**src/rtl/ahbl_stream_writer.sv**
```systemverilog
// -----------------------------------------------------------------------------
// ahbl_stream_writer
//
// AHB-Lite master that drains a valid/ready word stream into consecutive
// memory words using back-to-back NONSEQ single writes. Address and data
// phases are pipelined through two slots (address-phase slot "ap", data-phase
// slot "dp"), so with a zero-wait-state slave one word is written per cycle.
//
// Optional feature macro: AHBL_STREAM_WRITER_ERR_EN
//   defined   : a two-cycle ERROR response aborts the transfer, sets the
//               sticky err flag and pulses done.
//   undefined : hresp is ignored, err is tied low, and error responses
//               behave like ordinary wait states.
//
// Ports
//   clk, rst            clock; asynchronous active-high reset
//   start               begin transfer (sampled only while busy=0)
//   base_addr, len      first word address / word count, sampled with start
//   busy, done, err     status: in progress / end pulse / sticky bus error
//   s_valid, s_ready,
//   s_data              input word stream
//   ahblm_*             AHB-Lite master interface
// -----------------------------------------------------------------------------
module ahbl_stream_writer #(
    parameter int W_DATA = 32,
    parameter int W_ADDR = 32,
    parameter int W_LEN  = 16
) (
    input  logic              clk,
    input  logic              rst,
    input  logic              start,
    input  logic [W_ADDR-1:0] base_addr,
    input  logic [W_LEN-1:0]  len,
    output logic              busy,
    output logic              done,
    output logic              err,
    input  logic              s_valid,
    output logic              s_ready,
    input  logic [W_DATA-1:0] s_data,
    output logic [W_ADDR-1:0] ahblm_haddr,
    output logic              ahblm_hwrite,
    output logic [1:0]        ahblm_htrans,
    output logic [2:0]        ahblm_hsize,
    output logic [2:0]        ahblm_hburst,
    output logic [3:0]        ahblm_hprot,
    output logic              ahblm_hmastlock,
    output logic [W_DATA-1:0] ahblm_hwdata,
    input  logic              ahblm_hready,
    input  logic              ahblm_hresp
);

    localparam logic [W_ADDR-1:0] ADDR_STEP     = W_ADDR'(W_DATA / 8);
    localparam logic [W_ADDR-1:0] ADDR_LSB_MASK = ADDR_STEP - W_ADDR'(1);
    localparam logic [2:0]        HSIZE         = 3'($clog2(W_DATA / 8));
    localparam logic [1:0]        HTRANS_IDLE   = 2'b00;
    localparam logic [1:0]        HTRANS_NONSEQ = 2'b10;
    localparam logic [W_LEN-1:0]  LEN_ONE       = W_LEN'(1);

    typedef enum logic [1:0] {
        ST_IDLE  = 2'd0,
        ST_RUN   = 2'd1,
        ST_DRAIN = 2'd2
    } state_t;

    state_t              state_reg, state_next;
    logic [W_LEN-1:0]    issue_cnt_reg, issue_cnt_next;   // words still to accept
    logic [W_LEN-1:0]    rem_cnt_reg, rem_cnt_next;       // data phases still to complete
    logic [W_ADDR-1:0]   addr_reg, addr_next;
    logic                ap_valid_reg, ap_valid_next;
    logic [W_DATA-1:0]   ap_data_reg, ap_data_next;
    logic                dp_valid_reg, dp_valid_next;
    logic [W_DATA-1:0]   dp_data_reg, dp_data_next;
    logic                done_reg, done_next;
    logic                err_reg, err_next;

    logic                s_hs;
    logic                ap_done;
    logic                dp_done;

`ifdef AHBL_STREAM_WRITER_ERR_EN
    // First cycle of a two-cycle ERROR response on our data phase.
    logic err_hit;
    assign err_hit = dp_valid_reg & ahblm_hresp & ~ahblm_hready;
    // Accepting a word while the bus is erroring would only lose it.
    assign s_ready = (state_reg == ST_RUN) & (issue_cnt_reg != '0)
                   & (~ap_valid_reg | ahblm_hready) & ~err_hit;
`else
    logic unused_hresp;
    assign unused_hresp = ahblm_hresp;
    assign s_ready = (state_reg == ST_RUN) & (issue_cnt_reg != '0)
                   & (~ap_valid_reg | ahblm_hready);
`endif

    assign s_hs    = s_valid & s_ready;
    assign ap_done = ap_valid_reg & ahblm_hready;
    assign dp_done = dp_valid_reg & ahblm_hready;

    always_comb begin
        state_next     = state_reg;
        issue_cnt_next = issue_cnt_reg;
        rem_cnt_next   = rem_cnt_reg;
        addr_next      = addr_reg;
        ap_valid_next  = ap_valid_reg;
        ap_data_next   = ap_data_reg;
        dp_valid_next  = dp_valid_reg;
        dp_data_next   = dp_data_reg;
        done_next      = 1'b0;
        err_next       = err_reg;

        // Pipeline advance: everything moves only while the bus is ready,
        // which keeps address and data phase signals frozen on wait states.
        if (ahblm_hready) begin
            dp_valid_next = ap_valid_reg;
            if (ap_valid_reg) begin
                dp_data_next = ap_data_reg;
            end
            ap_valid_next = 1'b0;
        end

        if (ap_done) begin
            addr_next = addr_reg + ADDR_STEP;
        end

        // A handshake refills the address slot (s_ready guarantees it is
        // free or being vacated this cycle).
        if (s_hs) begin
            ap_valid_next  = 1'b1;
            ap_data_next   = s_data;
            issue_cnt_next = issue_cnt_reg - LEN_ONE;
        end

        if (dp_done && (rem_cnt_reg != '0)) begin
            rem_cnt_next = rem_cnt_reg - LEN_ONE;
        end

        case (state_reg)
            ST_IDLE: begin
                if (start) begin
                    err_next = 1'b0;
                    if (len == '0) begin
                        done_next = 1'b1;
                    end else begin
                        state_next     = ST_RUN;
                        issue_cnt_next = len;
                        rem_cnt_next   = len;
                        addr_next      = base_addr & ~ADDR_LSB_MASK;
                    end
                end
            end
            ST_RUN: begin
                if (s_hs && (issue_cnt_reg == LEN_ONE)) begin
                    state_next = ST_DRAIN;
                end
            end
            ST_DRAIN: begin
                if (dp_done && (rem_cnt_reg == LEN_ONE)) begin
                    state_next = ST_IDLE;
                    done_next  = 1'b1;
                end
            end
            default: begin
                state_next = ST_IDLE;
            end
        endcase

`ifdef AHBL_STREAM_WRITER_ERR_EN
        // Abort: withdraw the pending address phase so htrans is IDLE in
        // the second error cycle; the erroring data phase still retires
        // through the normal hready path.
        if (err_hit && (state_reg != ST_IDLE)) begin
            ap_valid_next  = 1'b0;
            issue_cnt_next = '0;
            rem_cnt_next   = '0;
            state_next     = ST_IDLE;
            done_next      = 1'b1;
            err_next       = 1'b1;
        end
`endif
    end

    always_ff @(posedge clk or posedge rst) begin
        if (rst) begin
            state_reg     <= ST_IDLE;
            issue_cnt_reg <= '0;
            rem_cnt_reg   <= '0;
            addr_reg      <= '0;
            ap_valid_reg  <= 1'b0;
            ap_data_reg   <= '0;
            dp_valid_reg  <= 1'b0;
            dp_data_reg   <= '0;
            done_reg      <= 1'b0;
            err_reg       <= 1'b0;
        end else begin
            state_reg     <= state_next;
            issue_cnt_reg <= issue_cnt_next;
            rem_cnt_reg   <= rem_cnt_next;
            addr_reg      <= addr_next;
            ap_valid_reg  <= ap_valid_next;
            ap_data_reg   <= ap_data_next;
            dp_valid_reg  <= dp_valid_next;
            dp_data_reg   <= dp_data_next;
            done_reg      <= done_next;
            err_reg       <= err_next;
        end
    end

    assign busy            = (state_reg != ST_IDLE);
    assign done            = done_reg;
    assign err             = err_reg;
    assign ahblm_haddr     = addr_reg;
    assign ahblm_htrans    = ap_valid_reg ? HTRANS_NONSEQ : HTRANS_IDLE;
    assign ahblm_hwdata    = dp_data_reg;
    assign ahblm_hwrite    = 1'b1;
    assign ahblm_hsize     = HSIZE;
    assign ahblm_hburst    = 3'b000;
    assign ahblm_hprot     = 4'b0011;
    assign ahblm_hmastlock = 1'b0;

endmodule

```
**config.mk**
```make
export PLATFORM = sky130hd
export DESIGN_NAME = ahbl_stream_writer
export DESIGN_NICKNAME = d
export VERILOG_FILES = /design/src/rtl/ahbl_stream_writer.sv
export SDC_FILE = /design/constraint.sdc
export NUM_CORES = 1
export LEC_CHECK = 0
export CAP_MARGIN = 25
export CORE_MARGIN = 4
export CORE_UTILIZATION = 49
export DETAILED_ROUTE_END_ITERATION = 8
export GPL_ROUTABILITY_DRIVEN = 0
export PLACE_DENSITY = 0.81
export SLEW_MARGIN = 20
export SYNTH_ARGS = -nofsm -noshare
export SYNTH_HDL_FRONTEND = slang
export SYNTH_SLANG_ARGS = --single-unit
```
**constraint.sdc**
```tcl
create_clock -name clk -period 6.2 [get_ports clk]
set_input_delay 1.24 -clock clk [delete_from_list [all_inputs] [get_ports clk]]
set_output_delay 1.24 -clock clk [all_outputs]
set_load 0.03 [all_outputs]
```
* Yosys cells after proc, flatten, opt, wreduce, memory -nomap -nowiden
Cells that the tools add are included. Widths: inputs -> output; s select.
Storage, ports and cells: register bits after elaboration 133, input bits 86, logic and storage cells 62
Operators by class: add/sub/neg operators 3, equality and inequality tests 8, mux-type cells 24, bitwise gates (word level) 7, reduce and logical (&&, ||, !) cells 11
Operator list (count):
- $mux 16 | 8
- $mux 32 | 4
- $add 32x3->32 const B | 1
- $eq 16x1->1 const B | 2
- $reduce_bool 16->1 | 2
- $sub 16x1->16 const B | 2
- $logic_not 16->1 | 1
- $mux 2 | 5
- $ne 2x2->1 const B | 3
- $pmux 2 s3 | 1
- $and 1x1->1 | 5
- $mux 1 | 5
- $reduce_and 4->1 | 1
- $reduce_bool 2->1 | 2
- $logic_and 1x1->1 | 3
- $eq 2x1->1 const B | 1
- $eq 2x2->1 const B | 1
- $logic_not 2->1 | 1
- $ne 2x1->1 const B | 1
- $pmux 1 s2 | 1
- $reduce_and 2->1 | 1
- $not 1->1 | 1
- $or 1x1->1 | 1

* Longest topological paths before layout
depth after elaboration 8, mapped depth 8, depth with buffers taken out 7

* Least setup slack after synthesis
No wires, ideal clock.
kind input to output, start point input ahblm_hready, end point output s_ready, arrival time 2.024 ns, slack 2.936 ns, stages 4, path through buf_2 -> nand2b_1 -> nand2_1 -> nor2_1
Between the ends: word-level cells in the longest chain between the ends 2
Ends and longest elaborated chain:
- start: declaration | RTL line 48 | input logic ahblm_hready,
- $or 1x1->1 | RTL line 91 | & (~ap_valid_reg | ahblm_hready);
- $and 1x1->1 | RTL line 91
- end: declaration | RTL line 38 | output logic s_ready,
No other way between the ends.

* Worst setup path in the final report
Ends and elaborated chain as after synthesis.

==> flow_summary.json <==
{
  "outcome": "completed",
  "yosys_register_bits": 131,
  "grt_pass1_vias": 5209,
  "crit_top_cell": "clkdlybuf4s50_1",
  "power.internal_mw": 2.60,
  "hold_buffers": 0,
  "skew_ps": 7.54,
  "io_pins": 168,
  "gr-usage-met1_pct": 25.7,
  "cts.sinks": 131,
  "post-route-drc-count": 0,
  "worst_pin_slew_ps": 1010,
  "critical_path.max_fanout": 9,
  "gr-usage-all-layers_pct": 21.7,
  "globalRouteMet3Util_pct": 9.42,
  "power.share.combinational_pct": 40.5,
  "final_cell_mix": "clkdlybuf4s50_1, dfrtp_1, mux2_2, nor2_1, a21oi_1",
  "yosysSeqAreaShare_pct": 51.7,
  "place.detailed.hpwl_mm": 11.1,
  "p_leak_nw": 3.30,
  "finalNetCount": 815,
  "cts_resized": 0,
  "std_cell_rows": 41,
  "avgSynthCellArea_um2": 10.9,
  "cp_num_buf_inv": 2,
  "critPathMaxStageDelay_ps": 680,
  "source_to_sink_clock_delay_at_the_later_pin_of_the_worst_skew_pair_ps": 410,
  "postRouteWirelength_mm": 15.5,
  "cts_tree": "built",
  "timing.critical_path.from": "ahblm_hready",
  "r2r_slack_ps": 3290,
  "fmaxAchievable_ghz": 0.233,
  "power_frac_clock_pct": 22.4,
  "layout.cells.most_common": "clkdlybuf4s50_1",
  "ys_dominant_reg_cell": "dfrtp_1",
  "min_period_over_period_pct": 69.2,
  "synth-warning-count": 0,
  "fin_tns_setup_ps": 0,
  "global_route_wire_length_before_repair_mm": 25.4,
  "critical-path-top-delay-family": "buffers and inverters",
  "path_cells": "clkdlybuf4s50_1, nand2b_1, nand2_1, nor2_1, clkdlybuf4s50_1",
  "crit_path_top_delay_cell": "clkdlybuf4s50_1",
  "grt.busiest_layer": "met2",
  "synth_async_sr_flop_share_pct": 100,
  "cts.reportedPaths.clkPinSlew_ps": 60,
  "layout-drive-gt1-share_pct": 14.8,
  "worst_supply_voltage_drop_on_vdd_mv": 0.294,
  "number_of_buffers_created_by_cts": 17,
  "report.final.setup_viol": 0,
  "r2r_start": "state_reg[1]$_DFFE_PP0P_",
  "grt_setup_unrepaired": "false",
  "ant_nets": 0,
  "grt_max_degree": 58,
  "synthCells": 584,
  "antenna_found_initial": 0,
  "detail_route.iter0.violations": 269,
  "timing_max_transition_violations_final": 0,
  "wp_data_required_ps": 4960,
  "chip_width_um": 122,
  "start_util_pct": 50.1,
  "timing.slew.headroom_pct": 32.8,
  "post_drt_wl_per_cell_um": 17.0,
  "max_cap_violations": 0,
  "core_area_um2": 12700,
  "setup.worst_path.class": "input pin to output pin",
  "grt_overflow_total": 0,
  "globalRouteMet2Util_pct": 35.0,
  "synth_edf_count": 0,
  "die_y_um": 122,
  "seq_power_share_pct": 37.1,
  "power_after_layout_mw": 4.26,
  "synth.lib_cells_used.distinct": 42,
  "power.density_cell_area_nw_per_um2": 502,
  "detail_route.vias_per_cell": 5.44,
  "routed_vias": 4936,
  "cts.repair_timing.setup_buffer_count": 0,
  "clock_tree.buffer_depth": 2,
  "die_area_um2": 14800,
  "syn_area_um2": 6350,
  "htreeDepth": 4,
  "ctsRootBufferMaster": "clkbuf_16",
  "worst_setup_path_start_kind": "input pin",
  "finalHoldViolations": 0,
  "antenna_cells": 0,
  "swShare_pct": 38.9,
  "drt_pre_antenna_iters": 4,
  "syn_to_final_growth_pct": 33.6,
  "power_switching_mw": 1.66,
  "final_period_minus_worst_setup_slack_ps": 4290,
  "timing.critical_path.to_type": "output pin",
  "hold_path.startpoint": "state_reg[0]$_DFFE_PP0P_",
  "io_buffers": 148,
  "arrival_ps": 3050,
  "hold_class": "register to register"
}
Yosys cell counts (all sizes together), types with 2 or more instances:
master | count | area, um2
clkbuf | 24 | 90.1
xor2 | 18 | 158
buf | 22 | 153
nand4b | 3 | 26.3
xnor2 | 40 | 350
and4 | 6 | 53.8
or2 | 2 | 12.5
or4 | 5 | 45.0
nor4b | 3 | 26.3
inv | 13 | 48.8
nor3b | 6 | 45.0
nor3 | 16 | 80.1
nand2 | 15 | 56.3
mux2 | 66 | 743
ha | 7 | 87.6
and2 | 2 | 12.5
nand3 | 15 | 80.1
or3 | 4 | 25.0
a21oi | 61 | 305
nand2b | 2 | 12.5
conb | 2 | 7.51
and3 | 3 | 18.8
o21ai | 3 | 15.0
mux2i | 2 | 20.0
nand4 | 18 | 113
nor4 | 26 | 199
dfrtp | 131 | 3280
nor2 | 63 | 236
routing by layer:
metal  up-vias  routed length (um)
li1       2313                   -
met1      2424                6090
met2       170                7640
met3        29                1380
met4         0                 347
met5         -                   0
logic make-up (layout without fill, tap and decap cells):
| family | after synthesis | in the layout | synth area share (%) |
|---|---|---|---|
| buffers and inverters | 59 | 196 | 4.59 |
| flip-flops | 131 | 131 | 51.7 |
| other | 2 | 16 | 0.118 |
| multiplexers | 68 | 68 | 12.0 |
| XOR/XNOR | 58 | 58 | 8.00 |
| adder cells (fa/ha/maj) | 7 | 7 | 1.38 |
| AND/OR/NAND/NOR | 193 | 193 | 17.0 |
| AO/OA/AOI/OAI | 66 | 66 | 5.26 |
final timing paths:
| check | cells after the start | to |
|---|---|---|
| max | 5 | s_ready |
| min | 1 | done$_DFF_PP0_ |
| max reg2reg | 5 | issue_cnt_reg[1]$_DFF_PP0_ |
| min reg2reg | 1 | done$_DFF_PP0_ |
| max in group asynchronous | 4 | ahblm_haddr[3]$_DFF_PP0_ |
| min in group asynchronous | 2 | ahblm_hwdata[14]$_DFFE_PP0P_ |
metrics by stage:
step | std cells | cell area [um2] | utilization, % | hold WS (ps) | setup slack (ps)
finish | 907 | 8480 | 66.9 | 473 | 1910
global route | 907 | 8480 | 66.9 | 491 | 1750
CTS | 907 | 8480 | 66.9 | 476 | 1910
detailed placement | 875 | 7910 | 62.4 | 471 | 1910
global placement | 874 | 7890 | 62.3 | 451 | 1910
floorplan | 598 | 6400 | - | 440 | 1460
power groups by stage:
| stage | logic [mW] | clock network (mW) | registers, mW |
|---|---|---|---|
| 4_1_cts | 1.74 | 0.974 | 1.57 |
| 3_3_place_gp | 1.67 | 0 | 1.55 |
| 2_1_floorplan | 0.690 | 0 | 1.92 |
| 3_5_place_dp | 1.73 | 0 | 1.58 |
| 5_1_grt | 1.85 | 1.01 | 1.64 |
| 6_report | 1.72 | 0.955 | 1.58 |
area by class of cell:
type	instances	area (um2)
Sequential cell	131	3280
Multi-Input combinational cell	408	2850
Clock inverter	14	129
Tap cell	172	215
Timing Repair Buffer	151	1520
Inverter	13	51.3
Clock buffer	18	439
Fill cell	970	4190
Power figures use the tool's default switching activity.
